<file path="src/rtl/dds_playback_sequencer.sv">
// Steps the DDS instruction ROM address from start to end, dwelling cfg_period clocks per instruction,
// with optional start delay, pause, stop and looping; sample_valid trails each issue by ROM_LATENCY clocks.
module dds_playback_sequencer #(
    parameter int ADDR_WIDTH   = 17,
    parameter int PERIOD_WIDTH = 16,
    parameter int DELAY_WIDTH  = 32,
    parameter int ROM_LATENCY  = 1
) (
    input  logic                    clk,
    input  logic                    reset_n,
    input  logic                    start,
    input  logic                    stop,
    input  logic                    pause,
    input  logic                    loop_en,
    input  logic [ADDR_WIDTH-1:0]   cfg_start_addr,
    input  logic [ADDR_WIDTH-1:0]   cfg_end_addr,
    input  logic [PERIOD_WIDTH-1:0] cfg_period,
    input  logic [DELAY_WIDTH-1:0]  cfg_delay,
    output logic                    rom_en,
    output logic [ADDR_WIDTH-1:0]   rom_addr,
    output logic                    sample_valid,
    output logic                    busy,
    output logic                    done,
    output logic                    cfg_error,
    output logic [15:0]             loop_count
);

    typedef enum logic [1:0] {IDLE, DELAY, RUN, PAUSE} state_t;

    state_t                  state;
    logic [ADDR_WIDTH-1:0]   start_q;
    logic [ADDR_WIDTH-1:0]   end_q;
    logic [PERIOD_WIDTH-1:0] period_q;
    logic [PERIOD_WIDTH-1:0] pcnt;
    logic [DELAY_WIDTH-1:0]  delay_cnt;
    logic [ROM_LATENCY-1:0]  pipe;

    logic active;
    logic issue;
    logic slot_end;
    logic at_end;

    // A PAUSE clock with pause released already counts, so a pause of N clocks stretches the slot by exactly N.
    assign active   = (state == RUN || state == PAUSE) && !pause && !stop;
    assign issue    = active && (pcnt == '0);
    assign slot_end = active && (pcnt == period_q - PERIOD_WIDTH'(1));
    assign at_end   = (rom_addr == end_q);

    assign done         = slot_end && at_end && !loop_en;
    assign busy         = (state != IDLE);
    assign rom_en       = (state != IDLE);
    assign sample_valid = pipe[ROM_LATENCY-1];

    always_ff @(posedge clk) begin
        if (!reset_n) begin
            state      <= IDLE;
            start_q    <= '0;
            end_q      <= '0;
            period_q   <= '0;
            pcnt       <= '0;
            delay_cnt  <= '0;
            pipe       <= '0;
            rom_addr   <= '0;
            loop_count <= '0;
            cfg_error  <= 1'b0;
        end else begin
            cfg_error <= 1'b0;
            pipe[0]   <= issue;
            for (int i = 1; i < ROM_LATENCY; i++) begin
                pipe[i] <= pipe[i-1];
            end

            case (state)
                IDLE: begin
                    if (start && !stop) begin
                        if (cfg_end_addr < cfg_start_addr) begin
                            cfg_error <= 1'b1;
                        end else begin
                            start_q    <= cfg_start_addr;
                            end_q      <= cfg_end_addr;
                            period_q   <= (cfg_period == '0) ? PERIOD_WIDTH'(1) : cfg_period;
                            delay_cnt  <= cfg_delay - 1'b1;
                            rom_addr   <= cfg_start_addr;
                            loop_count <= '0;
                            pcnt       <= '0;
                            state      <= (cfg_delay != '0) ? DELAY : RUN;
                        end
                    end
                end
                DELAY: begin
                    if (stop) begin
                        state <= IDLE;
                    end else if (delay_cnt == '0) begin
                        state <= RUN;
                    end else begin
                        delay_cnt <= delay_cnt - 1'b1;
                    end
                end
                default: begin
                    if (stop) begin
                        state <= IDLE;
                    end else if (pause) begin
                        state <= PAUSE;
                    end else begin
                        state <= RUN;
                        if (slot_end) begin
                            pcnt <= '0;
                            if (!at_end) begin
                                rom_addr <= rom_addr + 1'b1;
                            end else if (loop_en) begin
                                rom_addr <= start_q;
                                if (loop_count != 16'hFFFF) begin
                                    loop_count <= loop_count + 16'd1;
                                end
                            end else begin
                                state <= IDLE;
                            end
                        end else begin
                            pcnt <= pcnt + 1'b1;
                        end
                    end
                end
            endcase

            // Aborted runs must not leave a sample_valid pulse in flight.
            if (stop && state != IDLE) begin
                pipe <= '0;
            end
        end
    end

endmodule
</file>
<file path="config.mk">
export PLATFORM = sky130hd
export DESIGN_NAME = dds_playback_sequencer
export DESIGN_NICKNAME = d
export VERILOG_FILES = /design/src/rtl/dds_playback_sequencer.sv
export SDC_FILE = /design/constraint.sdc
export NUM_CORES = 1
export LEC_CHECK = 0
export CELL_PAD_IN_SITES_DETAIL_PLACEMENT = 1
export CELL_PAD_IN_SITES_GLOBAL_PLACEMENT = 1
export CORE_ASPECT_RATIO = 0.7
export CORE_MARGIN = 10
export CORE_UTILIZATION = 32
export CTS_BUF_LIST = sky130_fd_sc_hd__clkbuf_16
export DETAILED_ROUTE_END_ITERATION = 7
export PLACE_DENSITY_LB_ADDON = 0.1
export SLEW_MARGIN = 20
export SYNTH_ARGS = -nofsm -noshare
export SYNTH_HDL_FRONTEND = slang
export SYNTH_SLANG_ARGS = --single-unit
export TNS_END_PERCENT = 30
</file>
<file path="constraint.sdc">
create_clock -name clk -period 4.3 [get_ports clk]
set_input_delay 0.43 -clock clk [delete_from_list [all_inputs] [get_ports clk]]
set_output_delay 0.43 -clock clk [all_outputs]
set_load 0.05 [all_outputs]
</file>
==> results_dict.tcl <==
set metrics [dict create \
    p_leak_nw 3.836 \
    area_growth_pct 26.50 \
    cp.arrival_ps 3650 \
    clkSlewWorstSetupHoldPaths_ps 60 \
    hold_viol 0 \
    vias 8815 \
    nFillCells 3218 \
    grt_max_degree 72 \
    antenna_left 0 \
    timing.slew.headroom_pct 48.39 \
    drive_above_1_share_pct 6.315 \
    cp-start-kind "flop" \
    synth_seq_cells 135 \
    vdd_drop_max_mv 0.2644 \
    root_buffer "clkbuf_16" \
    hold_slack_ps 455.2 \
    grt_pass1_vias 8891 \
    fin_crit_sh_pct 94.95 \
    cts-buffers-inserted 17 \
    hpwl_um 23710 \
    drv_cap 0 \
    overflow 0 \
    synth_cell_types 67 \
    fin_skew_ps 9.673 \
    critPathMaxFanout 6 \
    fp-row-count 49 \
    critPathSlowestCell "or4b_2" \
    end_kind "primary output" \
    slowest_delay_ps 680 \
    wl_per_cell_um 20.26 \
    synth_edf_count 0 \
    die_area_sq_um 33500 \
    cts_sinks 135 \
    wl_um 32580 \
    cts_tree "built" \
    crit_required_ps 3870 \
    r2r_cells 11 \
    synthCells 1144 \
    core_sq_um 25870 \
    final_area_sq_um 10720 \
    num_io_pins 126 \
    power_density_nw_per_um2 355.9 \
    min-delay-path-class "flop to flop" \
    final_max_slew_viol_count 0 \
    synth_ff_type "dfxtp_1" \
    die-height_um 156.2 \
    min_path_cells 2 \
    cts_resized 0 \
    clock_latency_ps 450 \
    placed_area_sq_um 10120 \
    run_status "finished clean" \
    synth_seq_area_share_pct 31.89 \
    syn-cell-area_sq_um 8474 \
    async_flop_share_pct 0 \
    final_nets 1348 \
    viasPerCell 5.482 \
    ctsLongestPathBuffers 2 \
    fin_crit_ps 4083 \
    postCtsSetupBuffers 0 \
    worst_pin_slew_ps 768.2 \
    syn_area_per_cell_sq_um 7.408 \
    synth_top_area_share_pct 31.89 \
    drt-initial-drc-count 493 \
    initial_utilization_pct 32.75 \
    fin_ws_ps 217.3 \
    final_core_util_pct 41.44 \
    hold_buffers 0 \
    dr.pass1.iters 5 \
    portBuffers 125 \
    setup_viol 0 \
    crit_type "flop to primary output" \
    synth_area_leaders "dfxtp_1, nand2_1, a21oi_1, xnor2_1, o21ai_0" \
    synth_nets 1254 \
    htreeDepth 4 \
    totalNegativeSetupSlack_ps 0 \
    synth.most_common_cell "nand2_1" \
    die_x_um 214.5 \
    grt_antenna_before_repair 0 \
    yosysWarnings 0 \
    path_cells "inv_1, ha_1, or4b_2, nor3b_1, nand3_1, and3_1, a2111oi_2, nand4_1, nor3_2, buf_12" \
    grt_pass1_wl_um 51990 \
    synth_common_cells "nand2_1, dfxtp_1, a21oi_1" \
    fmax_mhz 244.9 \
    diodes 0 \
    place.gp.congestion 0.8661 \
    grtUsageTotal_pct 19.34 \
    yosys.area.top_type "dfxtp_1" \
    rsz0062_at_grt "no" \
    dp_slack_ps 572.2 \
    drc_errors 0 \
]
## cells by family (layout without fill, tap and decap cells)
logic type               Yosys count  after routing  synth area share [%]
AO/OA/AOI/OAI                    283            283                 20.55
XOR/XNOR                          73             73                 7.545
buffers and inverters            122            229                 5.625
AND/OR/NAND/NOR                  482            482                 27.80
adder cells (fa/ha/maj)           22             22                 3.248
flip-flops                       135            135                 31.89
multiplexers                      27             27                 3.337
## registers in the layout, indices dropped and copies added, names as in the netlist, 2 cells and up
| register | flops |
|---|---|
| end_q | 17 |
| loop_count | 16 |
| delay_cnt | 32 |
| start_q | 17 |
| pcnt | 16 |
| rom_addr | 17 |
| period_q | 16 |
| state | 2 |
## critical path, delay by kind of cell, from the launching register on
| kind | cells | cell delay [ps] |
|---|---|---|
| AND/OR/NAND/NOR | 6 | 1880 |
| AO/OA/AOI/OAI | 1 | 450 |
| flip-flops | 1 | 340 |
| buffers and inverters | 2 | 270 |
| adder cells (fa/ha/maj) | 1 | 260 |
## cell usage in the layout, fill, tap and decap left out, drive strengths merged, types with 43 or more instances in the layout
cell,count
xnor2,46
o21ai,73
clkdlybuf4s50,124
nand3,44
nor3,43
a21oi,103
nor2,78
dfxtp,135
inv,54
nand2,180
## power by group
| part | switching (mW) | internal (mW) |
|---|---|---|
| Clock | 0.582 | 0.950 |
| Combinational | 0.556 | 0.353 |
| Sequential | 0.0701 | 1.31 |
| Total | 1.21 | 2.61 |
## routing by layer
metal / GRT usage [%] / vias up / wire length (um)
li1: - / 4310 / -
met1: 27.07 / 4331 / 16870
met2: 29.21 / 148 / 13910
met3: 4.243 / 26 / 1432
met4: 5.284 / 0 / 366
met5: 0 / - / 0
## per-stage QoR
stage / power, mW / std cells
after floorplan: 1.942 / 1144
after global placement: 2.293 / 1576
after detailed placement: 2.300 / 1576
after CTS: 3.851 / 1608
after global routing: 4.013 / 1608
final: 3.815 / 1608
## worst paths after layout
| kind | start | to | slack [ps] |
|---|---|---|---|
| setup / recovery | period_q[0] | done | 220 |
| hold / removal | start_q[9] | start_q[9] | 460 |
| hold reg to reg | start_q[9] | start_q[9] | 460 |
| setup reg to reg | period_q[0] | rom_addr[12] | 850 |
## area by class of cell
type	count	area [sq um]	area share [%]
Multi-Input combinational cell	887	5329	49.71
Inverter	51	191.4	1.786
Timing Repair Buffer	146	1456	13.59
Sequential cell	135	2703	25.21
Clock buffer	17	425.4	3.968
Clock inverter	15	168.9	1.576
Tap cell	357	446.7	4.167
Note: power is estimated with default switching activity, not from simulation.
